`src/rtl/ahb_decode_mux.sv`:
```
// AHB-Lite address decoder and slave response multiplexer with a built-in
// default slave that answers unmapped transfers with a two-cycle ERROR.

module ahb_win_match #(
  parameter int                  ADDR_W = 32,
  parameter logic [ADDR_W-1:0]   BASE   = '0,
  parameter logic [ADDR_W-1:0]   MASK   = '0
) (
  input  logic [ADDR_W-1:0] haddr,
  output logic              match
);
  assign match = ((haddr & MASK) == (BASE & MASK));
endmodule

module ahb_decode_mux #(
  parameter int NSLV   = 4,
  parameter int ADDR_W = 32,
  parameter int DATA_W = 32,
  parameter logic [NSLV*ADDR_W-1:0] SLV_BASE =
    {32'h40003000, 32'h40002000, 32'h4000D000, 32'h00000000},
  parameter logic [NSLV*ADDR_W-1:0] SLV_MASK =
    {32'hFFFFF000, 32'hFFFFF000, 32'hFFFFF000, 32'hFFFF0000},
  parameter int CNT_W  = 16
) (
  input  logic                     HCLK,
  input  logic                     HRESETn,
  input  logic [ADDR_W-1:0]        HADDR,
  input  logic [1:0]               HTRANS,
  output logic [NSLV-1:0]          HSEL,
  input  logic [NSLV*DATA_W-1:0]   HRDATA_S,
  input  logic [NSLV-1:0]          HREADYOUT_S,
  input  logic [NSLV*2-1:0]        HRESP_S,
  output logic [DATA_W-1:0]        HRDATA,
  output logic                     HREADY,
  output logic [1:0]               HRESP,
  output logic [CNT_W-1:0]         DECERR_CNT,
  input  logic                     DECERR_CLR
);

  localparam int              SW  = $clog2(NSLV + 1);
  localparam logic [SW-1:0]   DEF = SW'(NSLV);

  typedef enum logic [1:0] {D_OK, D_ERR1, D_ERR2} dstate_e;

  // A legal mask is a run of ones followed by a run of zeros: its inverse
  // must be of the form 0..01..1.
  function automatic bit mask_ok(input logic [ADDR_W-1:0] m);
    logic [ADDR_W-1:0] inv, one;
    inv = ~m;
    one = {{(ADDR_W-1){1'b0}}, 1'b1};
    return ((inv & (inv + one)) == '0);
  endfunction

  if (NSLV < 1 || NSLV > 16) begin : g_bad_nslv
    $error("ahb_decode_mux: NSLV must be 1..16");
  end

  logic [NSLV-1:0] match;

  for (genvar i = 0; i < NSLV; i++) begin : g_win
    if (!mask_ok(SLV_MASK[i*ADDR_W +: ADDR_W])) begin : g_bad_mask
      $error("ahb_decode_mux: non-contiguous slave mask");
    end
    ahb_win_match #(
      .ADDR_W (ADDR_W),
      .BASE   (SLV_BASE[i*ADDR_W +: ADDR_W]),
      .MASK   (SLV_MASK[i*ADDR_W +: ADDR_W])
    ) u_match (
      .haddr (HADDR),
      .match (match[i])
    );
  end

  // Lowest index wins on overlapping windows.
  logic [SW-1:0] win;
  always_comb begin
    logic found;
    found = 1'b0;
    HSEL  = '0;
    win   = DEF;
    for (int i = 0; i < NSLV; i++) begin
      if (match[i] && !found) begin
        HSEL[i] = 1'b1;
        win     = SW'(i);
      end
      found = found | match[i];
    end
  end

  logic unmapped, active, err_start;
  assign unmapped  = ~|HSEL;
  assign active    = (HTRANS == 2'b10) || (HTRANS == 2'b11);
  assign err_start = HREADY && unmapped && active;

  logic [SW-1:0] dsel;
  dstate_e       state, state_nxt;

  always_ff @(posedge HCLK) begin
    if (!HRESETn) begin
      dsel  <= DEF;
      state <= D_OK;
    end else begin
      if (HREADY) dsel <= win;
      state <= state_nxt;
    end
  end

  always_comb begin
    state_nxt = state;
    case (state)
      D_OK:    if (err_start) state_nxt = D_ERR1;
      D_ERR1:  state_nxt = D_ERR2;
      D_ERR2:  state_nxt = err_start ? D_ERR1 : D_OK;
      default: state_nxt = D_OK;
    endcase
  end

  always_comb begin
    HRDATA = '0;
    HREADY = 1'b1;
    HRESP  = 2'b00;
    if (dsel == DEF) begin
      case (state)
        D_ERR1:  begin HREADY = 1'b0; HRESP = 2'b01; end
        D_ERR2:  begin HREADY = 1'b1; HRESP = 2'b01; end
        default: begin HREADY = 1'b1; HRESP = 2'b00; end
      endcase
    end else begin
      for (int i = 0; i < NSLV; i++) begin
        if (dsel == SW'(i)) begin
          HRDATA = HRDATA_S[i*DATA_W +: DATA_W];
          HREADY = HREADYOUT_S[i];
          HRESP  = HRESP_S[i*2 +: 2];
        end
      end
    end
  end

  // Only default-slave entries into D_ERR1 count; real-slave errors do not.
  always_ff @(posedge HCLK) begin
    if (!HRESETn || DECERR_CLR)             DECERR_CNT <= '0;
    else if (err_start && DECERR_CNT != '1) DECERR_CNT <= DECERR_CNT + CNT_W'(1);
  end

endmodule
```
`config.mk`:
```
export PLATFORM = sky130hd
export DESIGN_NAME = ahb_decode_mux
export DESIGN_NICKNAME = d
export VERILOG_FILES = /design/src/rtl/ahb_decode_mux.sv
export SDC_FILE = /design/constraint.sdc
export NUM_CORES = 1
export LEC_CHECK = 0
export BUFFER_PORTS_ARGS = -buffer_cell sky130_fd_sc_hd__buf_2
export CORE_AREA = 4 4 87 89
export CTS_CLUSTER_SIZE = 8
export DETAILED_ROUTE_END_ITERATION = 8
export DIE_AREA = 0 0 91 93
export HOLD_SLACK_MARGIN = 0.15
export PLACE_DENSITY = 0.77
export SLEW_MARGIN = 20
export SYNTH_ARGS = -nofsm -noshare
export SYNTH_HDL_FRONTEND = slang
export SYNTH_SLANG_ARGS = --single-unit
```
`constraint.sdc`:
```
create_clock -name HCLK -period 2.35 [get_ports HCLK]
set_input_delay 0.3525 -clock HCLK [delete_from_list [all_inputs] [get_ports HCLK]]
set_output_delay 0.3525 -clock HCLK [all_outputs]
set_load 0.01 [all_outputs]
```
==> qor.yml <==
clock_tree:
  cts_tree: "done"
  clock_latency_ns: 0.27
  cts_buffer_depth: 2
  cts_num_sinks: 21
  hold_buffers: 0
  post_cts_buffers: 0
  cts_made_buffers: 3
  clk_pin_slew_worst_paths_ns: 0.07
  cts-root-buf: "clkbuf_8"
  cts_max_level: 1
job:
  cap_violations: 0
sta:
  clock_skew_ns: 0.007132
  fmax_mhz: 461.1
  period_share_pct: 92.29
  finalSetupViolCount: 0
  slew_violations: 0
  fin_tns_setup_ns: 0
  slew_headroom_pct: 63.14
  rsz0062_at_grt: "no"
  layout_setup_ws_ns: 0.1813
  hold_viol_final: 0
  tightest_slew_ns: 0.5529
  final.min_clock_period_ns: 2.169
global_routing:
  grt_pass1_vias: 2654
  gr-total-overflow: 0
  grt_usage_pct: 18.21
  antenna_found_initial: 1
  grt_pass1_wl_um: 12790
  grt_max_degree: 37
logic_synthesis:
  syn_inst: 229
  synth.distinct_cells: 41
  yosysTopAreaCellShare_pct: 33.08
  synth_compound_area_share_pct: 7.946
  synth_edf_count: 0
  synth_warnings: 0
  muxShareOfSynthArea_pct: 34.38
  synth-xor-area-share_pct: 4.162
  synth_area_um2: 2315
  ys_seq_elements: 21
  synth_top_family_by_area: "multiplexers"
  ys_top_cells_by_area: "mux4_2 (33%), dfxtp_1 (18%), nor2b_1 (10%)"
  synth_nets: 412
  yosys_most_used_dff: "dfxtp_1"
  synth_top_area_cell: "mux4_2"
  avgSynthCellArea_um2: 10.11
  yosys.area_share.adder_pct: 3.243
  synthArstFlopShare_pct: 0
  synthSimpleGateAreaFrac_pct: 27.19
  ys_seq_area_share_pct: 18.16
floorplan:
  die_y_um: 93
  core_area_um2: 6756
  fp.dieArea_um2: 8463
  dieWidth_um: 91
  start_util_pct: 34.26
  rows: 30
  top_level_ports: 232
power_and_ir_drop:
  pwr-share-comb_pct: 31.0
  p_sw_share_pct: 25.66
  p_int_w: 0.0006496
  leakagePower_nw: 1.689
  powerDensity_nw_per_um2: 247.9
  switchingPower_w: 0.0002243
  seqPwrFrac_pct: 41.9
  ir_worst_vdd_mv: 0.3589
  power_frac_clock_pct: 27.1
critical_path:
  worstSetupPathType: "reg -> out"
  worstSetupStartpointType: "flip-flop"
  r2r_slack_ns: 0.42
  cp_max_fo: 21
  crit_family: "multiplexers"
  crit_path_cell_trace: "buf_12 -> mux4_2 -> nor2b_1 -> buf_2"
  endpoint_kind: "primary output"
  crit_slowest_cell: "mux4_2"
  max_stage_delay_ns: 0.51
  critical_path_required_ns: 2.00
  arrival_ns: 1.82
  path_buf_inv: 2
finish:
  final_common_cell: "buf_2"
  drive_gt1_share_pct: 61.82
  final_cell_mix: "buf_2 (218), nor2b_1 (37), mux4_2 (34), dfxtp_1 (20), nor2_1 (16)"
  syn2layout_area_growth_pct: 52.27
  fill_cells: 658
  fin_area_um2: 3525
  nNetsFinal: 624
routing:
  vias: 2616
  post_drt_wl_per_cell_um: 15.91
  first_iter_violations: 73
  vias_per_cell: 5.021
  firstDrtPassIters: 4
  antenna_left: 0
  drcViolationCount: 0
  finalWirelength_um: 8287
place:
  io_buffers: 218
  post-place-ws_ns: 0.3110
  place_area_um2: 3473
  gp_congestion: 0.8075
  dp_hpwl_um: 7184
min_path:
  min_path_type: "in -> reg"
run_status:
  status: "complete, no violations"
==> cells by family after synthesis <==
kind of cell,Yosys count
AND/OR/NAND/NOR,108
multiplexers,37
AO/OA/AOI/OAI,23
buffers and inverters,23
flip-flops,21
XOR/XNOR,11
adder cells (fa/ha/maj),6
==> worst reg2reg max path, stage by stage, from the launching register on <==
cell and delay [ns]:
dfxtp_1 0.39, inv_1 0.10, ha_1 0.18, o21bai_1 0.12
a22o_2 0.40, nand4_4 0.20, or3_1 0.35, a21oi_1 0.14
==> timing repair <==
item	in CTS	in global routing
endpoints found under the setup margin	0	26
endpoints found under the hold margin	0	0
resized for setup	0	1
==> stage by stage <==
stage | utilization, % | cells | hold slack (ns) | power (W)
floorplan | - | 229 | 0.4287 | 0.0004965
global placement | 51.41 | 516 | 0.4918 | 0.0006370
detailed placement | 51.41 | 516 | 0.5027 | 0.0006464
CTS | 52.09 | 520 | 0.3312 | 0.0008883
global route | 52.17 | 521 | 0.3620 | 0.0009318
finish | 52.17 | 521 | 0.3382 | 0.0008739
==> area by class of cell <==
class                   instances  area [µm²]  share of cell area [%]
clock inverters                 1       5.005                  0.1420
diodes                          1       2.502                 0.07100
flip-flops and latches         21       424.2                   12.03
inverters                       6       22.52                  0.6390
multi-input cells             185        1780                   50.51
repair buffers                224        1149                   32.59
well taps                      80       100.1                   2.840
clock buffers                   3       41.29                   1.171
==> power by group through the flow <==
stage | logic [W] | clock network (W) | registers (W)
6_report | 0.000270 | 0.000237 | 0.000367
5_1_grt | 0.000299 | 0.000265 | 0.000367
4_1_cts | 0.000272 | 0.000249 | 0.000368
3_5_place_dp | 0.000270 | 0 | 0.000376
3_3_place_gp | 0.000261 | 0 | 0.000376
2_1_floorplan | 0.000121 | 0 | 0.000375
==> Yosys cell counts, types with 4 or more instances <==
master and n:
clkbuf_1 8, o21ai_0 5, inv_1 6, dfxtp_1 21
nor2_1 16, buf_2 4, nor2b_1 37, ha_1 6
nand4_1 5, buf_4 4, xor2_1 11, mux4_2 34
nand3_1 14, nand2_1 10, a21oi_1 7
==> final timing paths <==
path                              start                          end  cells after the start
max                dsel[0]$_SDFFE_PN0P_                    HRDATA[3]                      4
min                             HRESETn         dsel[2]$_SDFFE_PN1P_                      2
max reg2reg       state[1]$_SDFFE_PN0P_  DECERR_CNT[14]$_SDFFE_PP0P_                      7
min reg2reg  DECERR_CNT[1]$_SDFFE_PP0P_   DECERR_CNT[1]$_SDFFE_PP0P_                      2
==> per-layer routing <==
metal	part of all wire [%]	global-route usage [%]	wire length, µm	vias up
li1	-	-	-	1288
met1	36	20.31	3000	1212
met2	54	35.01	4516	107
met3	7.2	3.459	595	9
met4	2.1	5.151	175	0
met5	0	0	0	-
==> sequential cells by signal, indices dropped and copies added, names as in the netlist <==
name,cells
dsel,3
DECERR_CNT,16
state,2
Note: power is estimated with default switching activity, not from simulation.
